File: src/rtl/display_pkg.sv
// Shared types and constants for the display character scheduler.
// Latency: n/a (declarations only).
// Backpressure: n/a.
package display_pkg;

    typedef enum logic [1:0] {
        ST_IDLE    = 2'd0,
        ST_ISSUE   = 2'd1,
        ST_RELEASE = 2'd2,
        ST_CLEAR   = 2'd3
    } sched_state_e;

    // Display raster geometry in pixel_clken ticks
    localparam int FRAME_W = 456;
    localparam int FRAME_H = 263;

    // One full frame of ticks guarantees the whole screen is wiped
    localparam int CLR_TICKS_DFLT = FRAME_W * FRAME_H;

endpackage

File: src/rtl/sched_fifo.sv
// Synchronous host character FIFO with registered pointers and occupancy.
// Latency: a pushed entry is visible at the head one cycle after the push.
// Backpressure: pushes while full and pops while empty are ignored.
module sched_fifo #(
    parameter int DEPTH = 8,
    parameter int W     = 8
) (
    input  logic                     sys_clock,
    input  logic                     reset,
    input  logic                     push_i,
    input  logic [W-1:0]             push_dat_i,
    input  logic                     pop_i,
    output logic [W-1:0]             head_dat_o,
    output logic                     full_o,
    output logic                     empty_o,
    output logic [$clog2(DEPTH):0]   level_o
);
    localparam int AW = $clog2(DEPTH);
    localparam int LW = AW + 1;

    logic [W-1:0]  mem_q [DEPTH];
    logic [LW-1:0] wr_ptr_q;
    logic [LW-1:0] rd_ptr_q;
    logic          do_push;
    logic          do_pop;

    // Extra pointer bit distinguishes full from empty
    assign level_o    = wr_ptr_q - rd_ptr_q;
    assign full_o     = (level_o == LW'(DEPTH));
    assign empty_o    = (level_o == '0);
    assign do_push    = push_i && !full_o;
    assign do_pop     = pop_i && !empty_o;
    assign head_dat_o = mem_q[rd_ptr_q[AW-1:0]];

    // Pointer update; reset empties the FIFO
    always_ff @(posedge sys_clock or posedge reset) begin
        if (reset) begin
            wr_ptr_q <= '0;
            rd_ptr_q <= '0;
        end else begin
            if (do_push) wr_ptr_q <= wr_ptr_q + LW'(1);
            if (do_pop)  rd_ptr_q <= rd_ptr_q + LW'(1);
        end
    end

    // Storage write; contents need no reset since pointers gate visibility
    always_ff @(posedge sys_clock) begin
        if (do_push) mem_q[wr_ptr_q[AW-1:0]] <= push_dat_i;
    end

endmodule

File: src/rtl/display_char_sched.sv
// Arbitrates CPU and host characters (plus clear-screen) onto one display write port.
// Latency: a pending character is offered the cycle after IDLE sees disp_ready=1.
// Backpressure: CPU via cpu_busy, host via host_ready; host path exists only with DISPLAY_SCHED_HOST_EN.
module display_char_sched
    import display_pkg::*;
#(
    parameter int FIFO_DEPTH = 8,
    parameter int CLR_TICKS  = CLR_TICKS_DFLT
) (
    input  logic                         reset,
    input  logic                         sys_clock,
    input  logic                         pixel_clken,
    input  logic                         cpu_clken,
    input  logic                         cpu_wr,
    input  logic [7:0]                   cpu_data,
    output logic                         cpu_busy,
    input  logic                         host_valid,
    input  logic [7:0]                   host_data,
    output logic                         host_ready,
    input  logic                         clr_req,
    input  logic                         disp_ready,
    output logic                         disp_w_en,
    output logic                         disp_address,
    output logic [7:0]                   disp_din,
    output logic                         disp_clr_screen,
    output logic [$clog2(FIFO_DEPTH):0]  fifo_level
);
    localparam int CW = $clog2(CLR_TICKS + 1);

    sched_state_e state_q, state_d;
    logic         cpu_busy_q, cpu_busy_d;
    logic [7:0]   cpu_chr_q;
    logic         cpu_take;
    logic         clr_pend_q, clr_pend_d;
    logic         rr_cpu_q, rr_cpu_d;     // CPU has priority on the next contested grant
    logic         gnt_cpu_q, gnt_cpu_d;   // owner of the character being issued
    logic [CW-1:0] clr_cnt_q, clr_cnt_d;
    logic         fifo_pop;
    logic [7:0]   fifo_head;
    logic         host_pend;

`ifdef DISPLAY_SCHED_HOST_EN
    logic fifo_full;
    logic fifo_empty;

    sched_fifo #(
        .DEPTH (FIFO_DEPTH),
        .W     (8)
    ) u_fifo (
        .sys_clock  (sys_clock),
        .reset      (reset),
        .push_i     (host_valid),
        .push_dat_i (host_data),
        .pop_i      (fifo_pop),
        .head_dat_o (fifo_head),
        .full_o     (fifo_full),
        .empty_o    (fifo_empty),
        .level_o    (fifo_level)
    );

    assign host_ready = !fifo_full;
    assign host_pend  = !fifo_empty;
`else
    logic unused_host;

    assign host_ready  = 1'b0;
    assign fifo_level  = '0;
    assign fifo_head   = 8'h00;
    assign host_pend   = 1'b0;
    assign unused_host = ^{host_valid, host_data, fifo_pop};
`endif

    // Busy is sampled before update, so a write on the releasing cycle is lost
    assign cpu_take = cpu_wr && !cpu_busy_q;

    // Next-state, grant, clear counter and source release decisions
    always_comb begin
        state_d    = state_q;
        cpu_busy_d = cpu_busy_q;
        clr_pend_d = clr_pend_q | clr_req;
        rr_cpu_d   = rr_cpu_q;
        gnt_cpu_d  = gnt_cpu_q;
        clr_cnt_d  = clr_cnt_q;
        fifo_pop   = 1'b0;

        if (cpu_take) cpu_busy_d = 1'b1;

        case (state_q)
            ST_IDLE: begin
                if (clr_pend_q || clr_req) begin
                    state_d    = ST_CLEAR;
                    clr_pend_d = 1'b0;
                    clr_cnt_d  = '0;
                end else if (disp_ready && (cpu_busy_q || host_pend)) begin
                    state_d = ST_ISSUE;
                    if (cpu_busy_q && (!host_pend || rr_cpu_q)) begin
                        gnt_cpu_d = 1'b1;
                        rr_cpu_d  = 1'b0;
                    end else begin
                        gnt_cpu_d = 1'b0;
                        rr_cpu_d  = 1'b1;
                    end
                end
            end
            ST_ISSUE: begin
                // Display acknowledges by dropping ready on a pixel tick
                if (pixel_clken && !disp_ready) begin
                    state_d = ST_RELEASE;
                    if (gnt_cpu_q) cpu_busy_d = 1'b0;
                    else           fifo_pop   = 1'b1;
                end
            end
            ST_RELEASE: begin
                // Waiting for a CPU-idle pixel tick lets the display clear char_seen
                if (pixel_clken && !cpu_clken) state_d = ST_IDLE;
            end
            ST_CLEAR: begin
                clr_pend_d = 1'b0;
                if (clr_req) begin
                    clr_cnt_d = '0;
                end else if (pixel_clken) begin
                    if (clr_cnt_q == CW'(CLR_TICKS - 1)) begin
                        state_d   = ST_IDLE;
                        clr_cnt_d = '0;
                    end else begin
                        clr_cnt_d = clr_cnt_q + CW'(1);
                    end
                end
            end
            default: state_d = ST_IDLE;
        endcase
    end

    // Control state registers; reset drops any in-flight character or clear
    always_ff @(posedge sys_clock or posedge reset) begin
        if (reset) begin
            state_q    <= ST_IDLE;
            cpu_busy_q <= 1'b0;
            clr_pend_q <= 1'b0;
            rr_cpu_q   <= 1'b1;
            gnt_cpu_q  <= 1'b1;
            clr_cnt_q  <= '0;
        end else begin
            state_q    <= state_d;
            cpu_busy_q <= cpu_busy_d;
            clr_pend_q <= clr_pend_d;
            rr_cpu_q   <= rr_cpu_d;
            gnt_cpu_q  <= gnt_cpu_d;
            clr_cnt_q  <= clr_cnt_d;
        end
    end

    // CPU holding register, loaded only when a write is accepted
    always_ff @(posedge sys_clock or posedge reset) begin
        if (reset)         cpu_chr_q <= 8'h00;
        else if (cpu_take) cpu_chr_q <= cpu_data;
    end

    assign cpu_busy        = cpu_busy_q;
    assign disp_w_en       = (state_q == ST_ISSUE);
    assign disp_clr_screen = (state_q == ST_CLEAR);
    assign disp_address    = 1'b0;
    assign disp_din        = disp_w_en ? (gnt_cpu_q ? cpu_chr_q : fifo_head) : 8'h00;

endmodule

File: config.mk
export PLATFORM = sky130hd
export DESIGN_NAME = display_char_sched
export DESIGN_NICKNAME = d
export VERILOG_FILES = /design/src/rtl/display_pkg.sv /design/src/rtl/sched_fifo.sv /design/src/rtl/display_char_sched.sv
export SDC_FILE = /design/constraint.sdc
export NUM_CORES = 1
export LEC_CHECK = 0
export CORE_UTILIZATION = 45
export DETAILED_ROUTE_END_ITERATION = 12
export GPL_ROUTABILITY_DRIVEN = 0
export HOLD_SLACK_MARGIN = 0.03
export PLACE_DENSITY = 0.78
export SLEW_MARGIN = 40
export SYNTH_ARGS = -nofsm -noshare
export SYNTH_HDL_FRONTEND = slang
export SYNTH_SLANG_ARGS = --single-unit
File: constraint.sdc
create_clock -name sys_clock -period 1.6 [get_ports sys_clock]
set_input_delay 0.48 -clock sys_clock [delete_from_list [all_inputs] [get_ports sys_clock]]
set_output_delay 0.48 -clock sys_clock [all_outputs]
set_load 0.03 [all_outputs]
# [After elaboration in Yosys (flattened, before gate mapping)]
# Index checks and enable logic that the tools add are counted.
[word_totals] register_bits=30 output_inout_bits=17
[classes] add_sub_neg=1 reduce_logical=13 bitwise=2 n_mux=22 n_eq_ne=12
[ops] op="17-bit 2-to-1 mux" n=4
[ops] op="17-bit one-hot mux with 2 select lines" n=1
[ops] op="17-bit by 1-bit adder with 17-bit output (second input constant)" n=1
[ops] op="17-bit equality test (second input constant)" n=1
[ops] op="8-bit 2-to-1 mux" n=2
[ops] op="2-bit 2-to-1 mux" n=7
[ops] op="2-bit inequality test (second input constant)" n=4
[ops] op="2-bit one-hot mux with 4 select lines" n=1
[ops] op="1-bit 2-to-1 mux" n=6
[ops] op="3-bit inequality test (second input constant)" n=2
[ops] op="3-bit AND reduction" n=2
[ops] op="6-bit AND reduction" n=1
[ops] op="2-bit equality test (second input constant)" n=2
[ops] op="1-bit logical AND" n=4
[ops] op="2-bit by 1-bit inequality test with 1-bit output (second input constant)" n=2
[ops] op="1-bit zero test" n=3
[ops] op="2-bit by 1-bit equality test with 1-bit output (second input constant)" n=1
[ops] op="2-bit zero test" n=1
[ops] op="1-bit one-hot mux with 2 select lines" n=1
[ops] op="2-bit nonzero test" n=1
[ops] op="1-bit logical OR" n=1
[ops] op="1-bit NOT" n=1
[ops] op="1-bit bitwise OR" n=1

# [Longest topological paths before layout]
# Gate-level depths: netlist (run 1).
[logic_depth] ltp_word=6 depth_mapped=8 ltp_nobuf=6

# [Worst setup path after synthesis (run 1)]
# OpenSTA, ideal clock, no wires.
[synth_timing] kind="flip-flop to output port" startpoint="register state_q[1]" endpoint="output disp_din[0]" arrival_ns=1.436 t_required_ns=1.120 stages_incl_launch_ff=5 setup_slack_ns=-0.316 path_cell_list="dfrtp_1 inv_1 ha_1 clkbuf_1 and3_1"
[synth_via] elab_chain_len=2
[synth_lines] element="start, declared" line_no="display_char_sched.sv:30" text="sched_state_e state_q, state_d;"
[synth_lines] element="start signal, assigned" line_no="display_char_sched.sv:144" text="state_q <= state_d;"
[synth_lines] element="2-bit by 1-bit equality test with 1-bit output"
[synth_lines] element="via disp_w_en" line_no="display_char_sched.sv:22" text="output logic disp_w_en,"
[synth_lines] element="8-bit 2-to-1 mux" line_no="display_char_sched.sv:163" text="assign disp_din = disp_w_en ? (gnt_cpu_q ? cpu_chr_q : fifo_head) : 8'h00;"
[synth_lines] element="end, declared" line_no="display_char_sched.sv:24" text="output logic [7:0] disp_din,"
# The timed path passes the listed nets, and every way through them passes these cells.

# [Worst setup path in the final report (run 1)]
[layout_timing] startpoint="register state_q[1]" endpoint="output disp_din[7]"
[layout_via] elab_chain_len=2
[layout_lines] element="2-bit by 1-bit equality test with 1-bit output"
[layout_lines] element="8-bit 2-to-1 mux" line_no="display_char_sched.sv:163"
# Every way passes these cells.

==> metrics, run 1 <==
Clock Tree Buf Depth 2; Max Clk Rate 564 MHz; Crit Path Max Fanout 10; final-layout fill cell count 245; sequential share of the synthesized area 41.1%; layout cells sized above 1 49.0%; Die ar. 4320 um^2; initial antenna violation count 0; Crit Path Class flip-flop to output pin; Clock transition at path regs 70 ps; Tmin final 1770 ps; Final Setup Violations 28; Post-Syn Instances roughly 180; total negative slack -3330 ps; commonest non-fill, non-tap cell in the layout buf_4; CTS tree built; total gr overflow 0; root buffer cell clkbuf_8; hold-fix buffers at CTS 0; worst vdd ir 0.737 mV; initial drt markers 58; Hold Crit Class flip-flop to flip-flop; placed cell area 2380 um^2; power per standard cell area 1390 nW/um^2; crit path capture type output pin; vias in the first global route 1,702; via count 1,718; Core ar. 3770 um^2; placed wire-length estimate approximately 3100 um; crit path DAT 1290 ps; Routed Wire Length 5160 um; nets 279; design area 2800 um^2; overall power approximately 3.9 mW; post-synthesis cell area 1830 um^2; Final Skew 8.83 ps; Antenna Cells 0; Final Hold Viols 0; Max-cap violations 0; chip width 65.8 um; CTS HTree Levels 2; Final Util around three quarters; worst-skew pair later-pin latency ~280 ps; GRT Overall Usage 24.0%; # IOs 41; number of CTS-inserted buffers 5; Pleak 1.16 nW; crit share post-route 111%; first-pass GRT wire length between 7000 and 8000 um; chip height 65.8 um; Synth Warn # 0; Detail Route Antenna Nets 0; P&R area growth vs syn 53.1%; Post-synth top flop dfrtp_1; Sinks on Clock Net 30; Vias/cell 5.75; status finished with violations; Post-synth EDFFs 0; largest net degree at the start of global routing 31; setup ws final -172 ps; Startpoint Class flip-flop; synth unique cells 46; port buffer count 25; initial core utilization 48.5%; Final Max Tran Viols 0; #FFs+latches synth 30; RSZ-0062 raised after global routing true; Residual DRC 0; Synth Area per Inst 10.2 um^2; wire per inst 17.2 um; Initial DRT Pass Iterations 4; most frequent cells in the layout 34 x buf_4, 25 x dfrtp_1, 21 x buf_6; post-synthesis async set-or-reset flop share between 90% and 100%; Rows 22; Critical Path RT 1120 ps; failing checks setup timing
## report_power, final
group          total (mW)  internal, mW  switching [mW]  leakage (nW)
combinational        2.17          1.10            1.07         0.727
sequential           1.08         0.942           0.140         0.384
clock               0.641         0.347           0.294        0.0482
total                3.89          2.39            1.51          1.16
## Yosys cell counts, types with 2 or more instances
cell	count	area, um^2
a31oi_1	23	144
a41oi_1	4	35.0
and3_1	10	62.6
and4_1	2	17.5
buf_2	3	15.0
buf_4	6	45.0
buf_6	2	22.5
clkbuf_1	3	11.3
dfrtp_1	29	726
ha_1	5	62.6
inv_1	10	37.5
mux2_2	8	90.1
mux2i_1	3	30.0
nand2_1	10	37.5
nand2b_1	7	43.8
nand3_1	4	20.0
nand3_2	3	30.0
nand4_1	4	25.0
nor2_1	5	18.8
nor2b_1	2	12.5
nor3_1	4	20.0
nor4_2	2	25.0
o21ai_0	5	25.0
o22a_1	2	17.5
o31ai_1	2	15.0
## layout make-up
| type | count | area (um^2) | area share (%) |
|---|---|---|---|
| clock buffers | 7 | 86.3 | 3.08 |
| clock inverters | 1 | 5.00 | 0.179 |
| inverters | 10 | 37.5 | 1.34 |
| multi-input cells | 130 | 1180 | 42.3 |
| flip-flops and latches | 30 | 757 | 27.0 |
| well taps | 48 | 60.1 | 2.14 |
| repair buffers | 73 | 669 | 23.9 |
## sequential cells by signal, indices dropped and copies added (netlist names)
| signal | cells |
|---|---|
| clr_cnt_q | 17 |
| cpu_chr_q | 8 |
| state_q | 2 |
| clr_pend_q | 1 |
| cpu_busy | 1 |
| gnt_cpu_q | 1 |
## worst max-delay path: stages, from the launching register on
cell	delay, ps
dfrtp_1	390
inv_2	90
ha_4	200
and3_4	200
buf_6	120
## kinds of logic (layout without fill, tap and decap cells)
family                   after synthesis  in the layout  share of synthesized area, %
other                                  1              6                         0.205
multiplexers                          12             12                          7.39
flip-flops                            30             30                          41.1
AND/OR/NAND/NOR                       60             60                          21.8
AO/OA/AOI/OAI                         47             47                          18.9
adder cells (fa/ha/maj)                5              5                          3.42
buffers and inverters                 24             91                          7.18
## through the flow
stage	std cells	hold WS [ps]	setup slack, ps
global route	299	528	-239
finish	299	511	-172
CTS	290	512	-168
detailed placement	276	498	-393
global placement	276	489	-351
floorplan	184	462	-21.7
## per-layer routing
layer | up-vias | global-route usage [%] | wire, um
met4 | 0 | 7.07 | 119
li1 | 812 | - | -
met3 | 13 | 5.90 | 268
met5 | - | 0 | 0
met1 | 831 | 29.0 | 2120
met2 | 62 | 41.8 | 2650
## path summary, 6_finish.rpt
kind / from / slack [ps] / depth (start not counted) / end
setup / recovery: state_q[1] / -170 / 4 / disp_din[7]
hold reg to reg: cpu_chr_q[2] / 510 / 1 / cpu_chr_q[2]
min in group asynchronous: reset / 550 / 3 / cpu_busy
setup reg to reg: state_q[0] / -130 / 8 / clr_cnt_q[3]
hold / removal: cpu_chr_q[2] / 510 / 1 / cpu_chr_q[2]
max in group asynchronous: reset / 810 / 3 / gnt_cpu_q
## timing repair
action                     in CTS  in global routing
setup endpoints to repair      30                 29
gates resized for setup        30                 25
setup buffers                   4                  7
pin swaps                       5                  7
cloned                          2                  2
No activity file was read; power rests on OpenSTA's default activity.
==> run 2: changes to the inputs <==
--- a/config.mk
+++ b/config.mk
@@ -10,6 +10,7 @@
 export GPL_ROUTABILITY_DRIVEN = 0
 export HOLD_SLACK_MARGIN = 0.03
 export PLACE_DENSITY = 0.78
+export RECOVER_POWER = 50
 export SLEW_MARGIN = 40
 export SYNTH_ARGS = -nofsm -noshare
 export SYNTH_HDL_FRONTEND = slang
==> metrics, run 2 (synthesis results as in run 1) <==
worst vdd ir 0.739 mV; power per standard cell area 1400 nW/um^2; port buffer count 25; Max Clk Rate 564 MHz; nets around 280; Clock transition at path regs 70 ps; chip width around 66 um; overall power slightly below 4 mW; initial drt markers 71; Vias/cell 5.75; total gr overflow 0; max FFs per register 17; wire per inst between 15 and 20 um; WL met1 2100 um; status finished with violations; Core ar. between 3000 and 4000 um^2; CP max-delay cell dfrtp_1; CP Cell Sequence inv_2, ha_4, and3_4, buf_6; WP buf/inv 2; R2R cell count 8; Final Max Tran Viols 0; Final Skew 8.63 ps; worst slew pin tran 767 ps; Initial DRT Pass Iterations 4; hold-fix buffers at CTS 0; P&R area growth vs syn 52.3%; setup ws final -172 ps; crit path capture type output pin; Crit Path Max Fanout 10; Pleak 1.15 nW; Residual DRC 0; Crit Path Class flip-flop to output pin; Hold Crit Class flip-flop to flip-flop; commonest non-fill, non-tap cell in the layout buf_4; Largest Register clr_cnt_q; Final Hold Viols 0; Critical Path RT 1120 ps; WL met2 2650 um; root buffer cell clkbuf_8; Final Setup Violations 28; largest net degree at the start of global routing 31; Rows 22; dpl cells 276; crit path DAT ~1300 ps; CTS tree built; Startpoint Class flip-flop; Worst Hold Path Cells 1; Tmin final approximately 1800 ps; biggest regs clr_cnt_q: 17 flops, cpu_chr_q: 8 flops, state_q: 2 flops; final-layout fill cell count 247; Clock Tree Buf Depth 2; slowest stage delay, CP 390 ps; initial antenna violation count 0; # IOs 41; Non-Filler Instances 299; most frequent cells in the layout 34 x buf_4, 25 x dfrtp_1, 21 x buf_6; via count 1,719; pre-CTS setup slack -393 ps; Top Metal Used met4; layout cells sized above 1 roughly 49%; Antenna Cells 0; initial core utilization 48.5%; vias in the first global route around 1,700; Die ar. 4320 um^2; CTS HTree Levels 2; Detail Route Antenna Nets 0; number of CTS-inserted buffers 5; Routed Wire Length approximately 5200 um; crit share post-route 111%; Sinks on Clock Net 30; RSZ-0062 raised after global routing true; failing checks setup timing; Max-cap violations 0; chip height 65.8 um; Worst path depth 4; GRT Overall Usage 24.0%; cell family with most CP delay flip-flops; Met3 Wirelength 285 um; first-pass GRT wire length 7870 um; worst-skew pair later-pin latency 280 ps; Slew headroom 48.8%; placed wire-length estimate 3110 um
-- run 2: cell types whose count changed in the layout (fill, tap and decap cells not counted), sizes merged --
cell / delta
clkbuf: +1
dlygate4sd3: +1
clkdlybuf4s50: -1
buf: -1
-- run 2: worst paths after layout --
| path | from | endpoint | slack, ps |
|---|---|---|---|
| setup / recovery | state_q[1] | disp_din[7] | -170 |
| min in group asynchronous | reset | cpu_busy | 870 |
| hold / removal | cpu_chr_q[6] | cpu_chr_q[6] | 510 |
| max in group asynchronous | reset | clr_cnt_q[5] | 180 |
| setup reg to reg | state_q[0] | clr_cnt_q[3] | -130 |
| hold reg to reg | cpu_chr_q[6] | cpu_chr_q[6] | 510 |
-- run 2: what timing repair did --
action | 4_1_cts | 5_1_grt
pin swaps | 5 | 7
buffers inserted | 4 | 7
cloned | 2 | 2
endpoints found under the setup margin | 30 | 29
gates resized for setup | 30 | 25
-- run 2: where the power goes --
group	internal, mW	switching [mW]
combinational	1.10	1.07
clock	0.347	0.294
sequential	0.942	0.140
-- run 2: cell type report --
| class | instances | area [um^2] | area share, % |
|---|---|---|---|
| multi-input cells | 130 | 1180 | 42.5 |
| flip-flops and latches | 30 | 757 | 27.2 |
| repair buffers | 73 | 654 | 23.5 |
| clock buffers | 7 | 86.3 | 3.10 |
| well taps | 48 | 60.1 | 2.16 |
| inverters | 10 | 37.5 | 1.35 |
| clock inverters | 1 | 5.00 | 0.180 |
-- run 2: metal layers --
metal / vias up / global-route usage (%)
met5: - / 0
met4: 0 / 7.07
met3: 13 / 5.90
met2: 69 / 41.8
met1: 826 / 29.0
li1: 811 / -
-- run 2: stage by stage --
stage          hold WS [ps]  instance area, um^2  TNS (ps)  utilization (%)
5_1_grt                 528                 2790     -5260             73.9
3_5_place_dp            498                 2380     -7780             63.0
3_3_place_gp            489                 2380     -6710             63.0
4_1_cts                 512                 2620     -1970             69.5
2_1_floorplan           462                 1950     -35.5                -
6_report                509                 2790     -3300             73.9
-- run 2: worst register-to-register path: stages, from the launching register on --
cell,delay (ps)
dfrtp_2,440
buf_6,130
inv_2,50
ha_2,210
nor2b_2,180
a21oi_2,60
o22a_2,230
buf_6,160
a31oi_2,190
==> run 3: changes to the inputs <==
--- a/config.mk
+++ b/config.mk
@@ -15,3 +15,4 @@
 export SYNTH_ARGS = -nofsm -noshare
 export SYNTH_HDL_FRONTEND = slang
 export SYNTH_SLANG_ARGS = --single-unit
+export TNS_END_PERCENT = 20
==> metrics, run 3 (synthesis results as in run 1) <==
status finished with violations; failing checks setup timing; worst slew pin tran 622 ps; Vias/cell roughly 5.6; Slew headroom approximately three fifths; biggest regs clr_cnt_q: 17 flops, cpu_chr_q: 8 flops, state_q: 2 flops; initial antenna violation count 0; crit path launch state_q[1]; chip width 65.8 um; Startpoint Class flip-flop; vias in the first global route ~1,600; Core ar. 3770 um^2; Initial DRT Pass Iterations 4; Critical Path RT 1120 ps; crit path capture type output pin; initial core utilization 48.5%; Final Skew ~7.4 ps; root buffer cell clkbuf_8; setup ws final -182 ps; P&R area growth vs syn 40.7%; # IOs 41; Routed Wire Length 4220 um; Largest Register clr_cnt_q; via count 1,606; FF-to-FF Start state_q[0]; overall power 3.68 mW; Final Setup Violations 11; worst vdd ir approximately 0.84 mV; Max-cap violations 0; number of CTS-inserted buffers 5; Final Max Tran Viols 0; nets 266; Pleak around 1.1 nW; worst-skew pair later-pin latency between 200 and 300 ps; wire per inst 14.7 um; port buffer count 25; Tmin final roughly 1800 ps; first-pass GRT wire length approximately 7200 um; Hold Slack 487 ps; Die ar. roughly 4300 um^2; RSZ-0062 raised after global routing true; placed wire-length estimate approximately 3000 um; CTS HTree Levels 2; layout cells sized above 1 about two fifths; Crit Path Max Fanout 10; initial drt markers 61; Residual DRC 0; Antenna Cells 0; Clock Tree Buf Depth 2; crit path DAT 1300 ps; power per standard cell area 1430 nW/um^2; Final Hold Viols 0; crit share post-route 111%; GRT Overall Usage 22.0%; largest net degree at the start of global routing 32; Detail Route Antenna Nets 0; CTS tree built; Crit Path Class flip-flop to output pin; commonest non-fill, non-tap cell in the layout buf_4; max FFs per register 17; Final Util about two thirds; Clock transition at path regs 70 ps; Hold Crit Class flip-flop to flip-flop; most frequent cells in the layout 31 x buf_4, 28 x dfrtp_1, 22 x a31oi_1; Sinks on Clock Net 30; min-delay src clr_cnt_q[16]; Rows 22; total gr overflow 0; Max Clk Rate roughly 560 MHz; chip height 65.8 um
==> run 3: final cells by class <==
| cell class | count | area (um^2) |
|---|---|---|
| tap | 48 | 60.1 |
| inverter | 10 | 37.5 |
| multi-input combinational | 130 | 1070 |
| timing repair buffer | 60 | 542 |
| clock buffer | 8 | 110 |
| sequential | 30 | 753 |
| fill | 301 | 1200 |
==> run 3: metrics by stage <==
stage / TNS, ps / setup slack [ps] / area (um^2) / cells
2_1_floorplan: -290 / -24.6 / 1940 / 184
3_3_place_gp: -6440 / -338 / 2390 / 276
3_5_place_dp: -7040 / -373 / 2390 / 276
4_1_cts: -1640 / -180 / 2560 / 286
5_1_grt: -3000 / -226 / 2570 / 286
6_report: -1660 / -182 / 2570 / 286
==> run 3: path summary, 6_finish.rpt <==
path,endpoint,slack (ps),cells after the start
min in group asynchronous,clr_cnt_q[6],760,3
worst min-delay path,clr_cnt_q[16],490,1
worst max register to register,state_q[0],-40,6
max in group asynchronous,state_q[0],360,3
worst min register to register,clr_cnt_q[16],490,1
worst max-delay path,disp_din[5],-180,4
==> run 3: what timing repair did <==
action / in CTS / in global routing
buffers inserted: 2 / 0
resized for setup: 15 / 8
hold buffers: 0 / 0
pin swaps: 6 / 9
endpoints found under the setup margin: 27 / 29
==> run 3: routing by layer <==
layer	GRT usage (%)	vias up	part of all wire [%]
met5	0	-	0
met4	7.07	0	1.2
met3	4.69	4	5.9
met2	37.0	60	50
met1	27.7	760	43
li1	-	782	-
==> run 3: report_power, final <==
part	switching, mW	internal, mW	total, mW	leakage, nW
Clock	0.291	0.434	0.725	0.0575
Combinational	0.913	0.959	1.87	0.611
Sequential	0.145	0.942	1.09	0.389
Total	1.35	2.33	3.68	1.06
==> run 3: worst max-delay path, cell delays in order (launching register included) <==
cell and delay [ps]:
dfrtp_1 390, inv_2 100, ha_4 200, and3_4 200, buf_6 120
